**src/rtl/cache_control_nway.sv**
```systemverilog
// Control FSM for an N-way set-associative write-back cache: hit/miss handling, victim choice, pmem handshake.
// Hits complete in the request cycle; misses hold pmem_read/pmem_write until pmem_resp, with saturating event counters.
module cache_control_nway #(
  parameter int WAYS           = 4,
  parameter int WAY_BITS       = $clog2(WAYS),
  parameter bit WRITE_ALLOCATE = 1'b1,
  parameter int CNT_W          = 32
) (
  input  logic                clk,
  input  logic                rst_n,
  input  logic                mem_read,
  input  logic                mem_write,
  output logic                mem_resp,
  input  logic [WAYS-1:0]     hit_vec,
  input  logic [WAYS-1:0]     valid_vec,
  input  logic [WAYS-1:0]     dirty_vec,
  input  logic [WAY_BITS-1:0] lru_way,
  output logic [WAY_BITS-1:0] way_sel,
  output logic [WAYS-1:0]     data_write,
  output logic [WAYS-1:0]     dirty_write,
  output logic                dirty_val,
  output logic                inw,
  output logic                lru_update,
  output logic [WAY_BITS-1:0] lru_used,
  output logic                wb_addr_sel,
  output logic                pmem_read,
  output logic                pmem_write,
  input  logic                pmem_resp,
  input  logic                clr_counts,
  output logic [CNT_W-1:0]    hit_count,
  output logic [CNT_W-1:0]    miss_count,
  output logic [CNT_W-1:0]    wb_count
);

  typedef enum logic [2:0] {CHECK, WRITEBACK, FILL, RESPOND, WTHRU} state_t;

  state_t              state, state_nxt;
  logic [WAY_BITS-1:0] victim_q, victim_nxt, hw, free_way;
  logic [WAYS-1:0]     hw_oh, victim_oh;
  logic                req, any_hit, any_free;
  logic                hit_ev, miss_ev, wb_ev;

  assign req       = mem_read | mem_write;
  assign any_hit   = |hit_vec;
  assign any_free  = ~&valid_vec;
  assign hw_oh     = {{(WAYS-1){1'b0}}, 1'b1} << hw;
  assign victim_oh = {{(WAYS-1){1'b0}}, 1'b1} << victim_q;

  // Descending scan so the lowest matching index is the one that sticks.
  always_comb begin
    hw       = '0;
    free_way = '0;
    for (int i = WAYS - 1; i >= 0; i--) begin
      if (hit_vec[i])    hw       = WAY_BITS'(i);
      if (!valid_vec[i]) free_way = WAY_BITS'(i);
    end
    victim_nxt = any_free ? free_way : lru_way;
  end

  always_comb begin
    state_nxt   = state;
    mem_resp    = 1'b0;
    way_sel     = '0;
    data_write  = '0;
    dirty_write = '0;
    dirty_val   = 1'b0;
    inw         = 1'b0;
    lru_update  = 1'b0;
    lru_used    = '0;
    wb_addr_sel = 1'b0;
    pmem_read   = 1'b0;
    pmem_write  = 1'b0;
    hit_ev      = 1'b0;
    miss_ev     = 1'b0;
    wb_ev       = 1'b0;
    case (state)
      CHECK: begin
        if (req && any_hit) begin
          mem_resp   = 1'b1;
          lru_update = 1'b1;
          lru_used   = hw;
          way_sel    = hw;
          hit_ev     = 1'b1;
          if (mem_write) begin
            data_write  = hw_oh;
            inw         = 1'b1;
            dirty_write = hw_oh;
            dirty_val   = 1'b1;
          end
        end else if (req) begin
          miss_ev = 1'b1;
          if (mem_write && !WRITE_ALLOCATE)
            state_nxt = WTHRU;
          else if (valid_vec[victim_nxt] && dirty_vec[victim_nxt])
            state_nxt = WRITEBACK;
          else
            state_nxt = FILL;
        end
      end
      WRITEBACK: begin
        pmem_write  = 1'b1;
        wb_addr_sel = 1'b1;
        way_sel     = victim_q;
        if (pmem_resp) begin
          dirty_write = victim_oh;
          wb_ev       = 1'b1;
          state_nxt   = FILL;
        end
      end
      FILL: begin
        pmem_read = 1'b1;
        way_sel   = victim_q;
        if (pmem_resp) begin
          data_write = victim_oh;
          state_nxt  = RESPOND;
        end
      end
      RESPOND: begin
        mem_resp   = 1'b1;
        lru_update = 1'b1;
        lru_used   = victim_q;
        way_sel    = victim_q;
        if (mem_write) begin
          data_write  = victim_oh;
          inw         = 1'b1;
          dirty_write = victim_oh;
          dirty_val   = 1'b1;
        end
        state_nxt = CHECK;
      end
      WTHRU: begin
        pmem_write = 1'b1;
        if (pmem_resp) begin
          mem_resp  = 1'b1;
          state_nxt = CHECK;
        end
      end
      default: state_nxt = CHECK;
    endcase
  end

  always_ff @(posedge clk or negedge rst_n) begin
    if (!rst_n) begin
      state    <= CHECK;
      victim_q <= '0;
    end else begin
      state <= state_nxt;
      if (miss_ev) victim_q <= victim_nxt;
    end
  end

  // Counters stick at all-ones; a clear beats any same-cycle increment.
  always_ff @(posedge clk or negedge rst_n) begin
    if (!rst_n) begin
      hit_count  <= '0;
      miss_count <= '0;
      wb_count   <= '0;
    end else if (clr_counts) begin
      hit_count  <= '0;
      miss_count <= '0;
      wb_count   <= '0;
    end else begin
      if (hit_ev && !(&hit_count))   hit_count  <= hit_count + CNT_W'(1);
      if (miss_ev && !(&miss_count)) miss_count <= miss_count + CNT_W'(1);
      if (wb_ev && !(&wb_count))     wb_count   <= wb_count + CNT_W'(1);
    end
  end

endmodule

```
**config.mk**
```make
export PLATFORM = sky130hd
export DESIGN_NAME = cache_control_nway
export DESIGN_NICKNAME = d
export VERILOG_FILES = /design/src/rtl/cache_control_nway.sv
export SDC_FILE = /design/constraint.sdc
export NUM_CORES = 1
export LEC_CHECK = 0
export ABC_AREA = 1
export CAP_MARGIN = 25
export CORE_AREA = 3 3 125 127
export CTS_CLUSTER_DIAMETER = 120
export DETAILED_ROUTE_END_ITERATION = 10
export DIE_AREA = 0 0 128 130
export GPL_ROUTABILITY_DRIVEN = 0
export PLACE_DENSITY = 0.76
export SKIP_CTS_REPAIR_TIMING = 1
export SLEW_MARGIN = 20
export SYNTH_ARGS = -nofsm -noshare
export SYNTH_HDL_FRONTEND = slang
export SYNTH_SLANG_ARGS = --single-unit
```
**constraint.sdc**
```tcl
create_clock -name clk -period 2.55 [get_ports clk]
set_input_delay 0.255 -clock clk [delete_from_list [all_inputs] [get_ports clk]]
set_output_delay 0.255 -clock clk [all_outputs]
set_load 0.005 [all_outputs]
```
==> results.py, run 1 <==
metrics = {
    "grt": {
        "grt_use_met2_pct": 41.84,
        "grt_remaining_overflow": 0,
        "grt_pass1_vias": 7078,
        "antenna_found_initial": 0,
        "grt_usage_pct": 25.30,
        "grt_pass1_wl_um": 34400,
        "grt_busiest_layer": "met2",
        "grt_max_degree": 63,
        "use_met1_pct": 34.40,
        "met3_usage_pct": 3.725,
    },
    "floorplan": {
        "fp.dieW_um": 128,
        "die_y_um": 130,
        "io_pins": 135,
        "initial_core_util_pct": 49.67,
        "num_rows": 44,
        "core-area_um2": 14530,
        "dieArea_um2": 16640,
    },
    "sta": {
        "skew_ns": 0.009453,
        "max_freq_mhz": 403.0,
        "setup_violations": 0,
        "min_period_ns": 2.481,
        "fin_tns_setup_ns": 0,
        "fin_hold_ws_ns": 0.4309,
        "max_slew.worst_pin.slew_ns": 0.7813,
        "relSlewSlack_pct": 47.86,
        "final_hold_viol_count": 0,
        "min_period_over_period_pct": 97.31,
        "final-max-slew-violation-count": 0,
    },
    "cts": {
        "cts_sinks": 100,
        "clk_pin_slew_worst_paths_ns": 0.07,
        "root_buffer": "clkbuf_16",
        "htree_levels": 3,
        "cts_tree": "built",
        "cts_made_buffers": 9,
        "cts_max_path_buffers": 2,
        "insertion_delay_ns": 0.35,
    },
    "worst_setup_path": {
        "cp-start-kind": "flip-flop",
        "end_kind": "primary output",
        "crit_type": "flip-flop to primary output",
        "arrival_ns": 2.23,
        "cp_data_required_time_ns": 2.30,
        "critPathMaxFanout": 8,
        "crit_path_start": "state[1]",
        "reg2regPathDepth": 11,
        "r2r_start": "hit_count[1]",
    },
    "status": {
        "status": "finished, final reports clean",
    },
    "yosys": {
        "synth_cells": 1118,
        "synth.distinct_cells": 39,
        "yosysMostFrequentCell": "nand2_1",
        "synth_edf_count": 0,
        "synth_area_um2": 7219,
        "ys_seq_elements": 100,
        "syn_nets": 1148,
        "netlist_top_cells_area": "dfrtp_1 35%, nand2_1 23%, nor2_1 9.6%, nand3_1 5.9%, nand4_1 4.2%",
        "ys_seq_area_share_pct": 34.66,
        "synth_top_cell_area_share_pct": 34.66,
        "syn_area_per_cell_um2": 6.457,
        "synth_commonest_cells": "435 x nand2_1, 184 x nor2_1, 100 x dfrtp_1, 85 x nand3_1, 80 x inv_1",
        "async_flop_share_pct": 100.0,
        "ys_warn_count": 0,
        "synthFlopType": "dfrtp_1",
        "synth.largest_area_cell": "dfrtp_1",
    },
    "route": {
        "wl_per_cell_um": 14.53,
        "antenna_left": 0,
        "vias": 7577,
        "drc_errors": 0,
        "drt_iter0_drc": 626,
        "avgViaCountPerCell": 5.280,
        "drt-pass1-iter-count": 5,
        "routed_wl_um": 20860,
    },
    "worst_hold_path": {
        "min_path_type": "input port to async pin",
    },
    "cells_and_area": {
        "nNetsFinal": 1276,
        "fin_cells": 1435,
        "drive_above_1_share_pct": 6.155,
        "n_antenna_cell": 0,
        "area_growth_pct": 25.10,
    },
    "pwr": {
        "power_density_nw_per_um2": 472.6,
        "p_total_mw": 4.269,
        "p_leak_nw": 4.085,
        "ir_drop_mv": 0.5303,
    },
    "run": {
        "drv_cap": 0,
    },
    "placed_design": {
        "io_buffers": 134,
        "hpwl_um": 15390,
        "dp.cells": 1416,
    },
}
## flip-flops by register name (all words and copies together) (netlist names)
register,cells
hit_count,32
miss_count,32
state,2
victim_q,2
wb_count,32
## metrics by stage
step / util, % / instance area (um2) / worst slack [ns]
finish: 62.14 / 9031 / 0.06853
global route: 62.14 / 9031 / -0.003045
CTS: 61.62 / 8956 / -0.07906
detailed placement: 59.70 / 8677 / 0.2323
global placement: 59.70 / 8677 / 0.2578
floorplan: - / 7219 / 0.7200
## cell usage in the layout (no fill, tap or decap), types with 2 or more instances in the layout
| cell | count |
|---|---|
| nand2_1 | 435 |
| nor2_1 | 184 |
| clkdlybuf4s50_1 | 133 |
| dfrtp_1 | 98 |
| nand3_1 | 84 |
| inv_1 | 77 |
| nand4_1 | 49 |
| xor2_1 | 25 |
| nor3_1 | 17 |
| nand2_2 | 16 |
| a21oi_1 | 15 |
| xnor2_1 | 14 |
| a21o_1 | 13 |
| buf_4 | 10 |
| ha_1 | 9 |
| clkbuf_16 | 9 |
| o21ai_0 | 8 |
| inv_2 | 7 |
| nor2_2 | 6 |
| nand2_4 | 5 |
| clkinvlp_4 | 4 |
| o21ai_1 | 3 |
| nor2_4 | 3 |
| o21bai_1 | 3 |
| or2_2 | 2 |
| nand3_4 | 2 |
| clkinv_2 | 2 |
| inv_6 | 2 |
| dfrtp_2 | 2 |
## cell type report
| class | instances | area, um2 |
|---|---|---|
| clock inverters | 5 | 36.28 |
| fillers | 1375 | 5503 |
| repair buffers | 145 | 1436 |
| well taps | 184 | 230.2 |
| inverters | 87 | 336.6 |
| multi-input cells | 903 | 4244 |
| clock buffers | 11 | 242.7 |
| flip-flops and latches | 100 | 2505 |
## layer usage
layer / wire [um] / vias to the layer above
li1: - / 3797
met1: 9526 / 3487
met2: 9713 / 265
met3: 1253 / 28
met4: 363 / 0
met5: 0 / -
## critical path: stages, from the launching register on
cell             delay [ns]
dfrtp_2                0.45
ha_1                   0.24
nand2_1                0.12
inv_1                  0.13
nand2_1                0.11
o31ai_4                0.08
inv_1                  0.08
a21oi_1                0.15
clkdlybuf4s50_1        0.52
## power by group
part           total (mW)  switching (mW)  internal (mW)
combinational        1.23           0.716          0.513
sequential           1.71          0.0767           1.64
clock                1.33           0.634          0.692
## logic make-up (layout without fill, tap and decap cells)
logic type	after synthesis	count (layout)	synth area share (%)
and+or+nand+nor	805	805	47.49
buffers and inverters	115	248	7.157
DFF	100	100	34.66
AOI/OAI and AO/OA	49	49	4.229
xor gates and xnor gates	39	39	4.731
adders and majority gates	10	10	1.733
## worst paths after layout
path,endpoint,slack [ns]
max reg2reg,hit_count[28],0.27
max in group asynchronous,hit_count[28],1.40
min in group clk,wb_count[31],0.54
min,miss_count[30],0.43
min reg2reg,wb_count[31],0.54
max,data_write[2],0.07
(Power assumes the default switching activity.)
==> run 2, diff against run 1 <==
--- a/config.mk
+++ b/config.mk
@@ -14,7 +14,7 @@
 export GPL_ROUTABILITY_DRIVEN = 0
 export PLACE_DENSITY = 0.76
 export SKIP_CTS_REPAIR_TIMING = 1
-export SLEW_MARGIN = 20
+export SLEW_MARGIN = 5
 export SYNTH_ARGS = -nofsm -noshare
 export SYNTH_HDL_FRONTEND = slang
 export SYNTH_SLANG_ARGS = --single-unit
==> results of run 2 <==
No change in the layout: final DEF, timing and power equal those of run 1.
